$ cat config.mk
export PLATFORM = sky130hd
export DESIGN_NAME = attack_resolver
export DESIGN_NICKNAME = d
export VERILOG_FILES = /design/src/rtl/fighter_pkg.sv /design/src/rtl/attack_fsm.sv /design/src/rtl/attack_resolver.sv
export SDC_FILE = /design/constraint.sdc
export NUM_CORES = 1
export LEC_CHECK = 0
export BUFFER_PORTS_ARGS = -buffer_cell sky130_fd_sc_hd__buf_2
export CORE_MARGIN = 4
export CORE_UTILIZATION = 45
export CTS_BUF_LIST = sky130_fd_sc_hd__clkbuf_2 sky130_fd_sc_hd__clkbuf_4 sky130_fd_sc_hd__clkbuf_8
export CTS_CLUSTER_SIZE = 8
export DETAILED_ROUTE_END_ITERATION = 16
export PLACE_DENSITY = 0.71
export SETUP_SLACK_MARGIN = 0.02
export SYNTH_ARGS = -nofsm -noshare
export SYNTH_HDL_FRONTEND = slang
export SYNTH_SLANG_ARGS = --single-unit
export TNS_END_PERCENT = 5
$ cat constraint.sdc
create_clock -name clk -period 5.35 [get_ports clk]
set_input_delay 1.07 -clock clk [delete_from_list [all_inputs] [get_ports clk]]
set_output_delay 1.07 -clock clk [all_outputs]
set_load 0.05 [all_outputs]
$ cat src/rtl/fighter_pkg.sv
// Shared types for the fighter combat pipeline: attack FSM states,
// winner codes and the health width used by the resolver.
package fighter_pkg;

    localparam int HEALTH_W = 7;

    typedef enum logic [1:0] {
        IDLE,
        WINDUP,
        STRIKE,
        RECOVER
    } atk_state_t;

    typedef enum logic [1:0] {
        WIN_NONE = 2'b00,
        WIN_P1   = 2'b01,
        WIN_P2   = 2'b10,
        WIN_DRAW = 2'b11
    } winner_t;

    function automatic logic [HEALTH_W-1:0] sat_damage(
        input logic [HEALTH_W-1:0] health,
        input logic [HEALTH_W-1:0] dmg
    );
        return (health > dmg) ? health - dmg : '0;
    endfunction

endpackage

$ cat src/rtl/attack_fsm.sv
// Per-player attack sequencer: button edge detect, tick-timed
// WINDUP/RECOVER phases and a one-cycle STRIKE sampling hit range.
module attack_fsm
    import fighter_pkg::*;
#(
    parameter int WINDUP_TICKS  = 3,
    parameter int RECOVER_TICKS = 8
) (
    input  logic clk,
    input  logic reset,
    input  logic tick,
    input  logic btn,
    input  logic freeze,
    input  logic in_hitrange,
    output logic attacking,
    output logic strike_hit
);

    localparam int CNT_MAX = (WINDUP_TICKS > RECOVER_TICKS) ?
                             WINDUP_TICKS : RECOVER_TICKS;
    localparam int CW = $clog2(CNT_MAX + 1);

    atk_state_t    r_state;
    logic [CW-1:0] r_cnt;
    logic          r_btn_d;
    logic          r_attacking;
    logic          w_rise;
    logic          w_last;

    assign w_rise = btn & ~r_btn_d;
    assign w_last = tick && (r_cnt == CW'(1));

    always_ff @(posedge clk) begin
        if (reset) begin
            r_state     <= IDLE;
            r_cnt       <= '0;
            r_btn_d     <= 1'b0;
            r_attacking <= 1'b0;
        end else begin
            r_btn_d <= btn;
            if (freeze) begin
                r_state     <= IDLE;
                r_cnt       <= '0;
                r_attacking <= 1'b0;
            end else begin
                case (r_state)
                    IDLE: begin
                        if (w_rise) begin
                            r_state     <= WINDUP;
                            r_cnt       <= CW'(WINDUP_TICKS);
                            r_attacking <= 1'b1;
                        end
                    end
                    WINDUP: begin
                        if (w_last) begin
                            r_state <= STRIKE;
                            r_cnt   <= '0;
                        end else if (tick) begin
                            r_cnt <= r_cnt - 1'b1;
                        end
                    end
                    // Ticks landing on the strike cycle are not counted.
                    STRIKE: begin
                        r_state     <= RECOVER;
                        r_cnt       <= CW'(RECOVER_TICKS);
                        r_attacking <= 1'b0;
                    end
                    RECOVER: begin
                        if (w_last) begin
                            r_state <= IDLE;
                            r_cnt   <= '0;
                        end else if (tick) begin
                            r_cnt <= r_cnt - 1'b1;
                        end
                    end
                    default: begin
                        r_state     <= IDLE;
                        r_cnt       <= '0;
                        r_attacking <= 1'b0;
                    end
                endcase
            end
        end
    end

    assign attacking  = r_attacking;
    assign strike_hit = (r_state == STRIKE) & in_hitrange & ~freeze;

endmodule

$ cat src/rtl/attack_resolver.sv
// Combat resolution: two attack sequencers, saturating health,
// hit pulses and the game-over/winner latch.
module attack_resolver
    import fighter_pkg::*;
#(
    parameter int MAX_HEALTH    = 100,
    parameter int DAMAGE        = 10,
    parameter int WINDUP_TICKS  = 3,
    parameter int RECOVER_TICKS = 8
) (
    input  logic                clk,
    input  logic                reset,
    input  logic                tick,
    input  logic                p1_attack_btn,
    input  logic                p2_attack_btn,
    input  logic                in_hitrange,
    output logic [HEALTH_W-1:0] p1_health,
    output logic [HEALTH_W-1:0] p2_health,
    output logic                p1_attacking,
    output logic                p2_attacking,
    output logic                p1_hit_pulse,
    output logic                p2_hit_pulse,
    output logic                game_over,
    output logic [1:0]          winner
);

    localparam logic [HEALTH_W-1:0] MAX_H = HEALTH_W'(MAX_HEALTH);
    localparam logic [HEALTH_W-1:0] DMG   = HEALTH_W'(DAMAGE);

    logic [HEALTH_W-1:0] r_p1_health;
    logic [HEALTH_W-1:0] r_p2_health;
    logic                r_p1_hit;
    logic                r_p2_hit;
    logic                r_game_over;
    winner_t             r_winner;

    logic                w_p1_strike;
    logic                w_p2_strike;
    logic [HEALTH_W-1:0] w_p1_next;
    logic [HEALTH_W-1:0] w_p2_next;
    logic                w_p1_dead;
    logic                w_p2_dead;

    attack_fsm #(
        .WINDUP_TICKS (WINDUP_TICKS),
        .RECOVER_TICKS(RECOVER_TICKS)
    ) u_p1 (
        .clk        (clk),
        .reset      (reset),
        .tick       (tick),
        .btn        (p1_attack_btn),
        .freeze     (r_game_over),
        .in_hitrange(in_hitrange),
        .attacking  (p1_attacking),
        .strike_hit (w_p1_strike)
    );

    attack_fsm #(
        .WINDUP_TICKS (WINDUP_TICKS),
        .RECOVER_TICKS(RECOVER_TICKS)
    ) u_p2 (
        .clk        (clk),
        .reset      (reset),
        .tick       (tick),
        .btn        (p2_attack_btn),
        .freeze     (r_game_over),
        .in_hitrange(in_hitrange),
        .attacking  (p2_attacking),
        .strike_hit (w_p2_strike)
    );

    // A player's health drops when the opponent's strike lands.
    assign w_p1_next = w_p2_strike ? sat_damage(r_p1_health, DMG)
                                   : r_p1_health;
    assign w_p2_next = w_p1_strike ? sat_damage(r_p2_health, DMG)
                                   : r_p2_health;
    assign w_p1_dead = (w_p1_next == '0);
    assign w_p2_dead = (w_p2_next == '0);

    always_ff @(posedge clk) begin
        if (reset) begin
            r_p1_health <= MAX_H;
            r_p2_health <= MAX_H;
            r_p1_hit    <= 1'b0;
            r_p2_hit    <= 1'b0;
            r_game_over <= 1'b0;
            r_winner    <= WIN_NONE;
        end else begin
            r_p1_hit <= w_p2_strike;
            r_p2_hit <= w_p1_strike;
            if (!r_game_over) begin
                r_p1_health <= w_p1_next;
                r_p2_health <= w_p2_next;
                if (w_p1_dead || w_p2_dead) begin
                    r_game_over <= 1'b1;
                    if (w_p1_dead && w_p2_dead)
                        r_winner <= WIN_DRAW;
                    else if (w_p2_dead)
                        r_winner <= WIN_P1;
                    else
                        r_winner <= WIN_P2;
                end
            end
        end
    end

    assign p1_health    = r_p1_health;
    assign p2_health    = r_p2_health;
    assign p1_hit_pulse = r_p1_hit;
    assign p2_hit_pulse = r_p2_hit;
    assign game_over    = r_game_over;
    assign winner       = r_winner;

endmodule

Yosys cells after proc, flatten, opt, wreduce, memory -nomap -nowiden
Index checks and enable logic that the tools add are counted.
{ "word_totals": {"output_inout_bits": 21, "word_cells": 93, "reg_bits": 35, "inputBits": 6} }
{ "op_classes": {"bitwise": 9, "n_mux": 28, "n_reduce_logical": 20, "order_cmp": 2, "add_sub_neg": 4, "eq_ne": 16} }
{ "ops": {"columns": ["operator", "count"], "rows": [
  ["$mux W7", 4],
  ["$mux W4", 6],
  ["$pmux W4 S3", 2],
  ["$mux W2", 8],
  ["$pmux W2 S4", 2],
  ["$gt A7 B4 Y1 const B", 2],
  ["$logic_not A7 Y1", 2],
  ["$sub A7 B4 Y7 const B", 2],
  ["$ne A2 B1 Y1 const B", 6],
  ["$reduce_and A2 Y1", 5],
  ["$eq A2 B2 Y1 const B", 4],
  ["$eq A4 B1 Y1 const B", 2],
  ["$sub A4 B1 Y4 const B", 2],
  ["$and A1 B1 Y1", 6],
  ["$ne A3 B1 Y1 const B", 2],
  ["$reduce_and A3 Y1", 2],
  ["$reduce_or A2 Y1", 3],
  ["$eq A2 B1 Y1 const B", 2],
  ["$logic_not A2 Y1", 2],
  ["$mux W1", 4],
  ["$pmux W1 S2", 2],
  ["$reduce_bool A2 Y1", 2],
  ["$logic_and A1 B1 Y1", 3],
  ["$not A1 Y1", 3],
  ["$logic_or A1 B1 Y1", 1]
]} }

Longest topological paths before layout
Gate-level depths: netlist of run 1.
{ "depth": {"word_depth": 8, "ltp_mapped": 8, "depth_no_buf": 7} }

By module
A second synthesis of run 1 with hierarchy kept.
{ "unflattened": {"cells_unflattened": 238, "hier_area_um2": 2117.0} }
{ "modules_own_cells": {"columns": ["mod", "area_each_um2", "instances", "seq_area_each_um2", "cells_per_inst"], "rows": [
  ["attack_fsm", 529.3, 2, 160.2, 55],
  ["attack_resolver", 1058.5, 1, 380.4, 128]
]} }

Worst setup path after synthesis of run 1
OpenSTA, ideal clock, no wires.
{ "synth_path": {"path_type": "input to register", "from": "in in_hitrange", "to": "reg r_winner[0] (netlist: winner[0])", "setup_slack_ns": 3.075, "path_buffers": 1, "setup_time_ns": 0.125, "cell_stages": 6, "t_required_ns": 5.225, "arrival_time_ns": 2.150, "path_cell_list": "and3b_1 > buf_6 > or3_1 > a311oi_2 > o211ai_1 > o2bb2ai_1"} }
{ "synth_via": {"elab_chain_cells": 6, "word_cells_on_any_way": 13, "cone_classes": "mux: 4; bitwise: 4; reduce/logical: 5"} }
{ "synth_rtl": {"columns": ["element", "line", "source"], "rows": [
  ["start: declaration", "attack_resolver.sv:16", "input logic in_hitrange,"],
  ["$and A1 B1 Y1 (2 in series)", "attack_fsm.sv:87", "assign strike_hit = (r_state == STRIKE) & in_hitrange & ~freeze;"],
  ["$mux W7 (on tied branches)", "attack_resolver.sv:75, attack_resolver.sv:73", null],
  ["$logic_not A7 Y1 (on tied branches)", "attack_resolver.sv:78, attack_resolver.sv:77", null],
  ["$mux W2 (tied with other cells)", "attack_resolver.sv:98", "else if (w_p2_dead)"],
  ["$mux W2 / $reduce_and A2 Y1 (equally long branches)", null, null],
  ["end signal: assignment", "attack_resolver.sv:97", "r_winner <= WIN_DRAW;"],
  ["end signal: assignment", "attack_resolver.sv:99", "r_winner <= WIN_P1;"],
  ["end signal: assignment", "attack_resolver.sv:101", "r_winner <= WIN_P2;"],
  ["end: declaration", "attack_resolver.sv:35", "winner_t r_winner;"]
]} }
Several ways; a longest one is shown, not always the timed one.
A chain may end at the register's enable or synchronous reset.

Worst setup path after layout of run 1
{ "layout_path": {"from": "reg r_p1_health[4] (netlist: p1_health[4])", "to": "out p1_health[4]"} }
{ "layout_lines": {"columns": ["element", "line", "source"], "rows": [
  ["start: declaration", "attack_resolver.sv:30", "logic [HEALTH_W-1:0] r_p1_health;"],
  ["start signal: assignment", "attack_resolver.sv:92", "r_p1_health <= w_p1_next;"],
  ["end: declaration", "attack_resolver.sv:17", "output logic [HEALTH_W-1:0] p1_health,"]
]} }
No word-level cell between the ends.

==> results of run 1 <==
==> worst max-delay path by stage <==
stage / start / end / slack (ns) / cells past startpoint
finish: p1_health[4] / p1_health[4] / 3.13 / 1
global route: p1_attack_btn / u_p1.r_cnt[2] / 2.99 / 6
CTS: p1_health[4] / p1_health[4] / 3.12 / 1
detailed placement: p1_attack_btn / u_p1.r_cnt[2] / 2.88 / 6
global placement: p1_attack_btn / u_p1.r_cnt[2] / 2.90 / 6
floorplan: in_hitrange / winner[0] / 3.07 / 6
==> synthesized netlist by cell type, drive strengths merged, types with 4 or more instances <==
| cell | n | share of area, % |
|---|---|---|
| nor4b | 4 | 1.8 |
| mux2i | 6 | 3.1 |
| nor2b | 7 | 2.2 |
| or3 | 6 | 1.9 |
| o21ai | 20 | 5.1 |
| nor2 | 23 | 4.4 |
| nand2 | 14 | 2.7 |
| a21oi | 19 | 4.8 |
| ha | 14 | 8.9 |
| dfxtp | 35 | 36 |
| a211o | 4 | 1.8 |
| nor3 | 9 | 2.3 |
| clkbuf | 5 | 0.95 |
| inv | 16 | 3.1 |
| nor3b | 4 | 1.5 |
==> kinds of logic (layout without fill, tap and decap cells) <==
kind of cell	after synthesis	in the layout	share of synthesized area, %
and+or+nand+nor	94	94	27.0
AOI/OAI and AO/OA	65	65	20.8
DFF	35	35	35.6
buffers and inverters	22	50	4.58
adders and majority gates	14	14	8.91
muxes	6	6	3.05
==> report_power, final <==
group	internal, mW	total (mW)	leakage (nW)	switching [mW]
clock network	0.0890	0.184	0.0477	0.0953
registers	0.315	0.377	0.286	0.0627
logic	0.162	0.432	0.562	0.270
==> layout make-up <==
class | count | share of cell area [%]
Timing Repair Buffer | 26 | 5.88
Multi-Input combinational cell | 179 | 53.1
Inverter | 16 | 2.71
Tap cell | 50 | 2.83
Sequential cell | 35 | 31.7
Clock inverter | 3 | 0.678
Clock buffer | 5 | 3.11
==> through the flow <==
step	util, %	cell area, um^2	instances	setup WS, ns	power, mW
CTS	53.8	2210	314	3.12	1.00
finish	53.8	2210	314	3.13	0.994
global placement	51.7	2130	306	2.90	0.802
floorplan	-	1970	236	3.07	0.724
detailed placement	51.7	2130	306	2.88	0.810
global route	53.8	2210	314	2.99	1.08
==> per-layer routing <==
layer	track usage, %	vias to the layer above	share of wire (%)
met5	0	-	0
met4	5.23	0	1.3
met3	4.05	5	4.1
met2	25.2	37	43
met1	21.4	764	51
li1	-	916	-
==> sequential cells by signal (all words and copies together), names as in the netlist, 2 cells and up <==
name          cells
p1_health         7
p2_health         7
u_p1.r_cnt        4
u_p1.r_state      2
u_p2.r_cnt        4
u_p2.r_state      2
winner            2
==> worst register-to-register path, cell delays in order (launching register included) <==
cell	delay, ns
dfxtp_1	0.48
inv_1	0.08
ha_1	0.26
or3b_1	0.39
nor4b_1	0.42
a211oi_1	0.17
o211ai_1	0.16
o2bb2ai_1	0.11
==> out/qor.yml, run 1 <==
outcome:
  status: "finished, final reports clean"
placement:
  routabilityCongestion: 0.817
  port_buffers: 26
  dpl.hpwl_um: 2960
clock_network:
  post_cts_resized: 0
  post_cts_buffers: 0
  clk_pin_slew_ns: 0.07
  cts_hold_buf: 0
  cts_buffers: 5
  htree_levels: 2
  cts.sink_count: 35
  cts_max_path_buffers: 2
  cts_tree: "built"
  clk_latency_ns: 0.28
  clockRootBuffer: "clkbuf_8"
final_layout:
  drive_gt1_share_pct: 14.4
  syn2layout_area_growth_pct: 12.5
  multi_input_area_mm2: 0.00118
  n_antenna_cell: 0
  layout_commonest_cell: "dfxtp_1"
  fillCellCount: 412
  seqCellArea_um2: 701
  final_net_count: 283
  most-common-layout-cells: "dfxtp_1, buf_2, nor2_1"
global_routing:
  grt_pass1_wl_um: 6940
  grt_max_degree: 25
  grtUsageTotal_pct: 16.0
  antenna_found_initial: 0
  grt-ovfl-total: 0
  grt_pass1_vias: 1583
floorplanning:
  die_w_um: 74.1
  core_mm2: 0.00412
  ioPinCount: 27
  die_y_um: 74.1
  initial_utilization_pct: 47.8
  dieArea_mm2: 0.00549
  num_rows: 23
pwr:
  p_per_area_mw_per_mm2: 449
  p_leak_nw: 0.895
  vdd_drop_max_uv: 276
timing:
  whs_ns: 0.485
  tightestPinTransition_ns: 0.558
  rsz0062_at_grt: "no"
  max_freq_ghz: 0.450
  finalSetupViolations: 0
  setup_tns_ns: 0
  hold_viol: 0
  period_minus_slack_ns: 2.22
  skew_ns: 0.00531
  relSlewSlack_pct: 62.4
  slew_viol_final: 0
  fin_crit_sh_pct: 41.5
synth:
  synthFlopType: "dfxtp_1"
  ys_ff_latch: 35
  synth_edf_count: 0
  syn_avg_cell_area_um2: 8.33
  synth_nets: 256
  syn_inst: 236
  seq_area_frac_synth_pct: 35.6
  syn_area_mm2: 0.00197
  async_flop_share_pct: 0
  synth.distinct_cells: 44
  yosysWarnings: 0
worst_hold_path:
  hold_depth: 2
  whs_endpoint: "u_p1.r_cnt[3]"
  hold_path_class: "flop to flop"
  min-delay-start: "u_p1.r_cnt[3]"
setup_path:
  cp-end-kind: "primary output"
  r2r_cells: 7
  cp_slowest_cell: "dfxtp_1"
  worstPathArrival_ns: 1.15
  cp_slowest_stage_delay_ns: 0.53
  crit_fanout: 13
  path_cells: "buf_2"
  reg2reg_slack_ns: 3.19
  path_class: "flop to primary output"
  crit_family: "flip-flops"
  startpoint_type: "flop"
  r2r_start: "p2_health[1]"
  required_ns: 4.28
  timing.rr.end: "winner[0]"
  path_buf_inv: 1
route:
  drt-wirelength-per-cell_um: 13.1
  drc: 0
  antenna_left: 0
  firstDrtPassIters: 4
  drt_iter0_markers: 100
  vias_per_cell: 5.48
  wl_um: 4110
  num_vias: 1722
run:
  maxCapViolCount: 0
Power figures use the tool's default switching activity.
==> inputs of run 2 (changes only) <==
PLACE_DENSITY = 0.73   (was 0.71)
clock period = 1.93 ns   (was 5.35 ns; I/O delays follow)
==> out/qor.yml, run 2 (synthesis results as in run 1) <==
setup_path:
  cp-end-kind: "flop"
  timing.rr.end: "p2_health[3]"
  endpoint: "p2_health[3]"
  required_ns: 2.15
  startpoint_type: "flop"
  worstPathArrival_ns: 2.09
  r2r_cells: 7
  r2r_start: "p2_health[2]"
  crit_fanout: 5
  crit_start: "p2_health[2]"
  path_class: "flop to flop"
  reg2reg_slack_ns: 0.06
final_layout:
  syn2layout_area_growth_pct: 23.3
  drive_gt1_share_pct: 25.9
  final_net_count: 301
  most-common-layout-cells: "dfxtp_1, buf_2, nor2_1"
  final_area_mm2: 0.00242
  n_antenna_cell: 0
  layout.cells.non_filler: 332
  fillCellCount: 375
  layout_commonest_cell: "dfxtp_1"
clock_network:
  cts.sink_count: 35
  clk_latency_ns: 0.28
  cts_buffers: 5
  clk_pin_slew_ns: 0.08
  clockRootBuffer: "clkbuf_8"
  cts_max_path_buffers: 2
  cts_tree: "built"
  htree_levels: 2
placement:
  dpl.hpwl_um: 3100
  post-place-ws_ns: 0.0706
  port_buffers: 26
  post_dp_cell_area_mm2: 0.00226
  routabilityCongestion: 0.806
  placed_cells: 321
route:
  drt_iter0_markers: 132
  drc: 0
  wl_um: 4370
  num_vias: 1865
  vias_per_cell: 5.62
  antenna_left: 0
  firstDrtPassIters: 4
  drt-wirelength-per-cell_um: 13.1
floorplanning:
  die_w_um: 74.1
  die_y_um: 74.1
  ioPinCount: 27
  initial_utilization_pct: 47.8
  num_rows: 23
  dieArea_mm2: 0.00549
  core_mm2: 0.00412
run:
  maxCapViolCount: 0
pwr:
  p_leak_nw: 0.996
  p_total_mw: 2.98
  vdd_drop_max_uv: 887
  p_per_area_mw_per_mm2: 1230
worst_hold_path:
  hold_path_class: "input pin to flop"
global_routing:
  grt_pass1_vias: 1685
  antenna_found_initial: 0
  grt_max_degree: 24
  grt_pass1_wl_um: 7270
  grtUsageTotal_pct: 16.5
  grt-ovfl-total: 0
timing:
  period_minus_slack_ns: 1.87
  fin_crit_sh_pct: 96.7
  hold_viol: 0
  relSlewSlack_pct: 62.4
  max_freq_ghz: 0.536
  slew_viol_final: 0
  rsz0062_at_grt: "yes"
  fin_ws_ns: 0.0634
  tightestPinTransition_ns: 0.560
  skew_ns: 0.00958
  finalSetupViolations: 0
outcome:
  status: "finished, final reports clean"
-- run 2: final cells by class --
type                    count  area (um^2)  area share [%]
repair buffers             44          265            10.9
flip-flops and latches     35          717            29.6
clock inverters             2         12.5           0.516
well taps                  50         62.6            2.58
multi-input cells         179         1230            50.8
inverters                  16         60.1            2.48
clock buffers               6         76.3            3.15
-- run 2: worst min-delay path by stage --
| stage | from | endpoint | slack (ns) | depth (start not counted) |
|---|---|---|---|---|
| after global routing | p1_attack_btn | u_p1.r_btn_d | 0.35 | 3 |
| after detailed placement | u_p2.r_cnt[3] | u_p2.r_cnt[3] | 0.48 | 2 |
| final | p1_attack_btn | u_p1.r_btn_d | 0.35 | 3 |
| after global placement | u_p2.r_cnt[3] | u_p2.r_cnt[3] | 0.47 | 2 |
| after floorplan | reset | p2_health[1] | 0.45 | 1 |
| after CTS | p1_attack_btn | u_p1.r_btn_d | 0.34 | 3 |
-- run 2: metal layers --
metal | wire length, um | track usage (%) | up-vias | part of all wire [%]
met4 | 45 | 5.43 | 0 | 1.0
met5 | 0 | 0 | - | 0
met2 | 1930 | 27.0 | 48 | 44
met3 | 213 | 3.38 | 4 | 4.9
met1 | 2180 | 21.9 | 859 | 50
li1 | - | - | 954 | -
-- run 2: through the flow --
stage	util (%)	hold slack [ns]	setup TNS (ns)
global route	58.9	0.346	-0.0222
finish	58.9	0.348	0
detailed placement	54.9	0.477	0
CTS	57.0	0.339	0
floorplan	-	0.448	-0.00314
global placement	54.9	0.468	0
-- run 2: what timing repair did --
item | in CTS | in global routing
hold buffers | 0 | 0
endpoints found under the setup margin | 0 | 9
resized for setup | 0 | 15
setup buffers | 0 | 3
-- run 2: critical path, stage by stage, from the launching register on --
cell and delay, ns:
dfxtp_4 0.36, inv_1 0.04, ha_1 0.19, or3b_4 0.40, o21ai_2 0.18, nand2_2 0.11
or4_1 0.40, a21oi_1 0.12
-- run 2: where the power goes --
group          leakage (nW)  switching, mW  internal, mW
logic                 0.663          0.823         0.595
registers             0.288          0.151         0.877
clock network        0.0446          0.263         0.266
==> inputs of run 3 (changes only) <==
clock period = 1.65 ns   (was 1.93 ns; I/O delays follow)
==> out/qor.yml, run 3 (synthesis results as in run 1) <==
timing:
  rsz0062_at_grt: "yes"
  hold_viol: 0
  skew_ns: 0.0121
  whs_ns: 0.293
  finalSetupViolations: 6
  fin_crit_sh_pct: 108
  tightestPinTransition_ns: 0.461
  relSlewSlack_pct: 69.0
  max_freq_ghz: 0.563
  slew_viol_final: 0
  fin_ws_ns: -0.127
  period_minus_slack_ns: 1.78
setup_path:
  required_ns: 1.88
  path_cells: "inv_2 > ha_4 > or3b_4 > o21ai_4 > nand2_2 > or4_4 > a21oi_2"
  crit_fanout: 3
  crit_start: "p2_health[1]"
  worstPathArrival_ns: 2.00
  cp_slowest_stage_delay_ns: 0.41
  cp_slowest_cell: "or4_4"
  cp-end-kind: "flop"
  path_class: "flop to flop"
  r2r_cells: 7
  startpoint_type: "flop"
  r2r_start: "p2_health[1]"
final_layout:
  final_area_mm2: 0.00283
  syn2layout_area_growth_pct: 43.9
  layout.cells.non_filler: 363
  layout_commonest_cell: "buf_4"
  drive_gt1_share_pct: 43.8
  most-common-layout-cells: "buf_4, buf_2, dfxtp_1"
  n_antenna_cell: 0
  fillCellCount: 333
  final_net_count: 332
floorplanning:
  die_w_um: 74.1
  core_mm2: 0.00412
  ioPinCount: 27
  dieArea_mm2: 0.00549
  die_y_um: 74.1
  num_rows: 23
  initial_utilization_pct: 47.8
worst_hold_path:
  hold_depth: 3
  min-delay-start: "p1_attack_btn"
  hold_path_class: "input pin to flop"
placement:
  routabilityCongestion: 0.845
  dpl.hpwl_um: 3420
  placed_cells: 352
  port_buffers: 26
  post-place-ws_ns: -0.210
  post_dp_cell_area_mm2: 0.00250
pwr:
  p_clk_share_pct: 16.5
  p_leak_nw: 1.18
  p_switching_mw: 1.62
  pwr-share-comb_pct: 54.1
  seqPwrFrac_pct: 29.4
  vdd_drop_max_uv: 824
  internal_power_mw: 2.38
  p_total_mw: 4.00
  p_per_area_mw_per_mm2: 1410
  p_sw_share_pct: 40.6
clock_network:
  clk_latency_ns: 0.29
  htree_levels: 2
  clockRootBuffer: "clkbuf_8"
  cts_buffers: 5
  cts_hold_buf: 0
  cts.sink_count: 35
  cts_max_path_buffers: 2
  cts_tree: "built"
  clk_pin_slew_ns: 0.08
global_routing:
  grt_max_degree: 24
  antenna_found_initial: 0
  grt_pass1_vias: 1861
  grt_pass1_wl_um: 7990
  grt-ovfl-total: 0
  grtUsageTotal_pct: 18.4
outcome:
  failed_checks: "setup timing"
  status: "complete, but fails checks"
route:
  drt-wirelength-per-cell_um: 13.5
  antenna_left: 0
  drc: 0
  wl_um: 4920
  num_vias: 2013
  vias_per_cell: 5.55
  drt_iter0_markers: 115
  firstDrtPassIters: 4
run:
  maxCapViolCount: 0
[run 3: power by group through the flow]
stage               Combinational [mW]  Sequential, mW  Clock, mW
finish                            2.16            1.17      0.661
global route                      2.37            1.20      0.714
CTS                               2.03            1.15      0.680
floorplan                        0.948            1.41          0
detailed placement                1.88            1.16          0
global placement                  1.84            1.16          0
[run 3: metal layers]
layer / wire length (um) / global-route usage, % / share of wire, %
met5: 0 / 0 / 0
met4: 72 / 4.83 / 1.5
met3: 154 / 4.46 / 3.1
met2: 2410 / 32.4 / 49
met1: 2280 / 22.4 / 46
[run 3: through the flow]
step	TNS [ns]	utilization, %
floorplan	-1.47	-
global placement	-0.719	60.7
CTS	-0.365	65.7
finish	-0.355	68.8
detailed placement	-1.25	60.7
global route	-0.970	68.8
[run 3: worst max-delay path, delay by kind of cell (launching register included)]
family                     cells  cell delay [ns]
and+or+nand+nor                3             0.89
DFF                            1             0.35
buffers and inverters          1             0.04
adders and majority gates      1             0.15
AOI/OAI and AO/OA              2             0.27
[run 3: worst paths after layout]
check | to | slack, ns
worst min-delay path | u_p1.r_btn_d | 0.29
worst max register to register | p2_health[3] | -0.13
worst min register to register | u_p1.r_cnt[3] | 0.49
worst max-delay path | p2_health[3] | -0.13
[run 3: what timing repair did]
action | CTS | global route
pin swaps | 14 | 11
endpoints found under the hold margin | 0 | 0
gates resized for setup | 26 | 32
buffers inserted | 3 | 0
endpoints found under the setup margin | 18 | 20
[run 3: final cells by class]
type	instances	area (um^2)	share of cell area [%]
timing repair buffer	75	505	17.9
clock inverter	1	5.00	0.177
tap	50	62.6	2.21
multi-input combinational	179	1380	48.9
sequential	35	723	25.6
inverter	16	60.1	2.12
clock buffer	7	90.1	3.18
